**config.mk**
```make
export PLATFORM = sky130hd
export DESIGN_NAME = pcm_rr_arbiter
export DESIGN_NICKNAME = d
export VERILOG_FILES = /design/src/rtl/pcm_rr_arbiter.sv
export SDC_FILE = /design/constraint.sdc
export NUM_CORES = 1
export LEC_CHECK = 0
export CAP_MARGIN = 20
export CORE_ASPECT_RATIO = 0.8
export CORE_UTILIZATION = 41
export CTS_CLUSTER_DIAMETER = 120
export CTS_CLUSTER_SIZE = 28
export DETAILED_ROUTE_END_ITERATION = 10
export MAX_ROUTING_LAYER = met4
export PLACE_DENSITY = 0.86
export SYNTH_ARGS = -nofsm -noshare
export SYNTH_HDL_FRONTEND = slang
export SYNTH_SLANG_ARGS = --single-unit
```
**constraint.sdc**
```tcl
create_clock -name clk -period 4.1 [get_ports clk]
set_input_delay 0.82 -clock clk [delete_from_list [all_inputs] [get_ports clk]]
set_output_delay 0.82 -clock clk [all_outputs]
set_load 0.03 [all_outputs]
```
**src/rtl/pcm_rr_arbiter.sv**
```systemverilog
// pcm_rr_arbiter
//   Round-robin arbiter and sequencer that shares one PCM memory-mapped slave
//   among N_REQ CPU requesters. One request is accepted at a time with a
//   valid/ready handshake. The arbiter then runs one memory cycle for it and
//   returns a one-cycle completion pulse to the requester that won.
//
// Ports
//   clk, reset             rising-edge clock, asynchronous active-high reset
//   req_valid/req_write    per-requester request and direction (1 = write)
//   req_addr/req_wdata     packed per-requester address / write data
//   req_ready              one-hot accept strobe (combinational, IDLE only)
//   rsp_valid              one-hot completion pulse (registered, DONE only)
//   rsp_rdata              last read data, shared by all requesters
//   pcm_mem_mm_*           memory-mapped slave interface
//
// state   | meaning
// --------+-----------------------------------------------------------
// IDLE    | pick the round-robin winner, accept it, latch its request
// ISSUE   | one memory cycle with chipselect; write strobe if a write
// WAIT_RD | read in flight, count RD_LAT cycles, capture readdata
// DONE    | completion pulse to the winner, advance round-robin pointer

module pcm_rr_arbiter #(
    parameter int N_REQ  = 4,
    parameter int ADDR_W = 20,
    parameter int DATA_W = 16,
    parameter int RD_LAT = 2
) (
    input  logic                      clk,
    input  logic                      reset,
    input  logic [N_REQ-1:0]          req_valid,
    input  logic [N_REQ-1:0]          req_write,
    input  logic [N_REQ*ADDR_W-1:0]   req_addr,
    input  logic [N_REQ*DATA_W-1:0]   req_wdata,
    output logic [N_REQ-1:0]          req_ready,
    output logic [N_REQ-1:0]          rsp_valid,
    output logic [DATA_W-1:0]         rsp_rdata,
    output logic [ADDR_W-1:0]         pcm_mem_mm_address,
    output logic                      pcm_mem_mm_chipselect,
    output logic                      pcm_mem_mm_clken,
    output logic                      pcm_mem_mm_write,
    input  logic [DATA_W-1:0]         pcm_mem_mm_readdata,
    output logic [DATA_W-1:0]         pcm_mem_mm_writedata,
    output logic [DATA_W/8-1:0]       pcm_mem_mm_byteenable
);

    localparam int GW = (N_REQ > 1) ? $clog2(N_REQ) : 1;
    localparam logic [N_REQ-1:0] ONE = N_REQ'(1);

    typedef enum logic [1:0] {IDLE, ISSUE, WAIT_RD, DONE} state_t;

    state_t        state;
    logic [GW-1:0] last_grant;
    logic [GW-1:0] winner_q;
    logic [GW-1:0] win_idx;
    logic [GW-1:0] scan_idx;
    logic          win_any;
    logic [3:0]    cnt;

    assign pcm_mem_mm_clken      = 1'b1;
    assign pcm_mem_mm_byteenable = '1;

    // Scan from the farthest candidate back to the nearest, so the last hit
    // (the one closest after last_grant) is the winner.
    always_comb begin
        win_any  = 1'b0;
        win_idx  = '0;
        scan_idx = '0;
        for (int k = N_REQ; k >= 1; k--) begin
            scan_idx = GW'((int'(last_grant) + k) % N_REQ);
            if (req_valid[scan_idx]) begin
                win_any = 1'b1;
                win_idx = scan_idx;
            end
        end
    end

    always_comb begin
        req_ready = '0;
        if (state == IDLE && win_any)
            req_ready[win_idx] = 1'b1;
    end

    always_ff @(posedge clk or posedge reset) begin
        if (reset) begin
            state                 <= IDLE;
            last_grant            <= GW'(N_REQ - 1);
            winner_q              <= '0;
            cnt                   <= '0;
            pcm_mem_mm_address    <= '0;
            pcm_mem_mm_writedata  <= '0;
            pcm_mem_mm_write      <= 1'b0;
            pcm_mem_mm_chipselect <= 1'b0;
            rsp_valid             <= '0;
            rsp_rdata             <= '0;
        end else begin
            rsp_valid <= '0;
            case (state)
                IDLE: begin
                    if (win_any) begin
                        winner_q              <= win_idx;
                        pcm_mem_mm_address    <= req_addr[int'(win_idx)*ADDR_W +: ADDR_W];
                        pcm_mem_mm_writedata  <= req_wdata[int'(win_idx)*DATA_W +: DATA_W];
                        pcm_mem_mm_write      <= req_write[win_idx];
                        pcm_mem_mm_chipselect <= 1'b1;
                        state                 <= ISSUE;
                    end
                end
                ISSUE: begin
                    // The write strobe register doubles as the latched direction.
                    pcm_mem_mm_write <= 1'b0;
                    if (pcm_mem_mm_write) begin
                        pcm_mem_mm_chipselect <= 1'b0;
                        rsp_valid             <= ONE << winner_q;
                        state                 <= DONE;
                    end else begin
                        cnt   <= 4'(RD_LAT);
                        state <= WAIT_RD;
                    end
                end
                WAIT_RD: begin
                    cnt <= cnt - 4'd1;
                    if (cnt == 4'd1) begin
                        rsp_rdata             <= pcm_mem_mm_readdata;
                        pcm_mem_mm_chipselect <= 1'b0;
                        rsp_valid             <= ONE << winner_q;
                        state                 <= DONE;
                    end
                end
                DONE: begin
                    last_grant <= winner_q;
                    state      <= IDLE;
                end
                default: state <= IDLE;
            endcase
        end
    end

endmodule
```
==> results.md <==
* Yosys cell types at 43
* Overall Global Routing Usage at 29.47%
* # setup viols final at 0
* Commonest cells post-synth: 66 x dfrtp_1, 45 x nor2_1, 40 x a21oi_1, 36 x a221oi_1
* Critical Path Fanout Max at 7
* Synth Register Bits at 68
* FP Rows at 31
* Vias per inst at 5.921
* Via count at 4405
* Pint at 2.591 mW
* Fin Setup TNS at 0 ns
* Nets at 801
* Final Skew at 0.007444 ns
* Setup WS pre-CTS at 0.3097 ns
* Placed cell area at 6326 sq um
* Pin count of the biggest net entering global routing at 69
* Post-CTS Setup Bufs at 0
* Number of synthesized flops with an enable pin at 0
* Worst Path Arrival at 3.00 ns
* Routability congestion estimate at 0.8780
* Effective utilization at floorplan at 43.07%
* WP data required at 3.28 ns
* CP Capture Type: primary output
* Sequential share of power at 25.8%
* Cell count after placement at 728
* Post-synthesis sequential area ratio at 42.68%
* Most common cell in the netlist: dfrtp_1
* Post-route antenna net violation count at 0
* WHS at 0.5058 ns
* Overall power at 4.725 mW
* Area Growth Syn to Fin at 65.18%
* Switch share at 45.16%
* Asr flop ratio synth at 100.0%
* Final cell count without fillers at 744
* DRC at 7
* Vias in the first global route at 4451
* Clk network pwr share at 14.8%
* I/O pins at 235
* Initial antenna violation count at 0
* Startpoint Class: input pin
* Clk Tree Root Cell: clkbuf_16
* Max-cap violations at 0
* Gr ovfl total at 0
* Die X at 112.3 um
* Fin crit period at 3.824 ns
* Drt wl/cell at 19.28 um
* CTS Hold Bufs at 0
* DP HPWL at 10.49 mm
* Status: complete, but fails checks
* CTS Buf Count at 9
* CP Class: input pin to primary output
* Fin worst setup slack at 0.2762 ns
* Syn avg cell area at 9.691 sq um
* Drt first pass iters at 8
* N_diodes at 0
* Worst vdd ir at 0.0003248 V
* CTS Sinks at 68
* Power Density at 716.5 nW/um^2
* Comb power frac at 59.4%
* Mapped cell area at 3993 sq um
* Filler cell count in the final layout at 691
* Final slew viol count at 0
* Post-route cell area at 6595 sq um
* Worst-margin pin slew at 0.9807 ns
* Input/output buffers at 231
* Hold Crit Class: register to register
* Wire length of the first global-routing pass at 22.66 mm
* DRC marker count from the first detailed-route iteration at 261
* CTS Buffer Depth at 2
* Largest area contributor in the netlist: dfrtp_1
* Clock-pin slew on the worst setup and hold paths at 0.05 ns
* Final core occ at 71.14%
* Clock tree from TritonCTS: yes
* Part of the cycle the worst path needs at 93.26%
* Share of layout cells above drive strength 1 at 9.380%
* Maximum clock frequency at 0.2615 GHz
* NetSw at 2.134 mW
* Top cell type's share of synthesized area at 41.37%
* Leakage at 2.730 nW
* Die ar. at 10140 sq um
* Post-Route WL at 14.35 mm
* Final Hold Viols at 0
* Core area at 9270 sq um
* Cts repair resizes at 0
* Ys flop type: dfrtp_1
* Ys Warns at 0
* Failing checks: design-rule violations
* Area contributors post-synth: dfrtp_1 41%, o311a_1 8.0%, a221oi_1 7.9%
* RSZ-0062 raised after global routing: no
* Relative slew margins at 34.33%
* Synth Instances at 412
* Die Ht at 90.27 um
* H-tree lvl count at 3
* Clock latency on the worst-skew pair at 0.33 ns
-- final cells by class --
class | instances | area [sq um] | area share, %
repair buffers | 241 | 2392 | 36.27
clock inverters | 7 | 43.79 | 0.6640
inverters | 10 | 37.54 | 0.5692
multi-input cells | 294 | 2048 | 31.06
flip-flops and latches | 68 | 1704 | 25.84
clock buffers | 9 | 225.2 | 3.415
well taps | 115 | 143.9 | 2.182
-- flip-flops by register name, indices dropped and copies added (netlist names) --
name and count:
pcm_mem_mm_address 20, pcm_mem_mm_writedata 16, rsp_rdata 16, cnt 4
rsp_valid 4, last_grant 2, state 2, winner_q 2
pcm_mem_mm_chipselect 1, pcm_mem_mm_write 1
-- power by group through the flow --
| stage | registers, mW | logic [mW] | clock network, mW |
|---|---|---|---|
| floorplan | 1.73 | 1.21 | 0 |
| global placement | 1.20 | 2.71 | 0 |
| detailed placement | 1.23 | 2.80 | 0 |
| CTS | 1.22 | 2.81 | 0.711 |
| global route | 1.26 | 3.00 | 0.744 |
| finish | 1.22 | 2.80 | 0.700 |
-- placed cells by master, fill, tap and decap left out, drive strengths merged, types with 3 or more instances in the layout --
cell             n
clkdlybuf4s50  228
dfrtp           66
nor2            45
a21oi           41
a221oi          36
o311a           32
a31oi           32
nand2           24
mux2            23
buf             13
o21ai           10
inv             10
clkbuf           9
ha               7
clkinv           5
nor3             5
mux2i            4
and2             4
and3             3
conb             3
nor2b            3
-- final timing paths --
check                                                from                                 end  slack (ns)  cells after the start
worst max-delay path                         req_valid[0]                        req_ready[2]        0.28                      5
worst max register to register  last_grant[0]$_DFFE_PP1N_  pcm_mem_mm_address[12]$_DFFE_PP0P_        1.53                      6
max in group asynchronous                           reset  pcm_mem_mm_address[11]$_DFFE_PP0P_        2.45                      3
min in group asynchronous                           reset           rsp_rdata[15]$_DFFE_PP0P_        1.07                      3
worst min register to register   rsp_rdata[0]$_DFFE_PP0P_            rsp_rdata[0]$_DFFE_PP0P_        0.51                      1
worst min-delay path             rsp_rdata[0]$_DFFE_PP0P_            rsp_rdata[0]$_DFFE_PP0P_        0.51                      1
-- metal layers --
layer	wire, um	vias to the layer above	global-route usage (%)
met3	1061	29	5.839
met1	5542	2163	35.32
met2	7383	200	49.59
met4	361	0	10.33
li1	-	2013	-
met5	0	-	-
-- worst max-delay path, stage by stage --
cell and delay (ns):
clkdlybuf4s50_1 0.55, o21ai_0 0.37, o211a_1 0.35, and2_1 0.20, clkdlybuf4s50_1 0.70
-- kinds of logic (layout without fill, tap and decap cells) --
| group | count (synthesis) | in the layout | share of synthesized area [%] |
|---|---|---|---|
| AND/OR/NAND/NOR | 94 | 94 | 10.94 |
| adder cells (fa/ha/maj) | 7 | 7 | 2.194 |
| AO/OA/AOI/OAI | 163 | 163 | 29.96 |
| buffers and inverters | 52 | 267 | 6.644 |
| other | 1 | 3 | 0.09392 |
| multiplexers | 27 | 27 | 7.490 |
| flip-flops | 68 | 68 | 42.68 |
(Power assumes the default switching activity.)
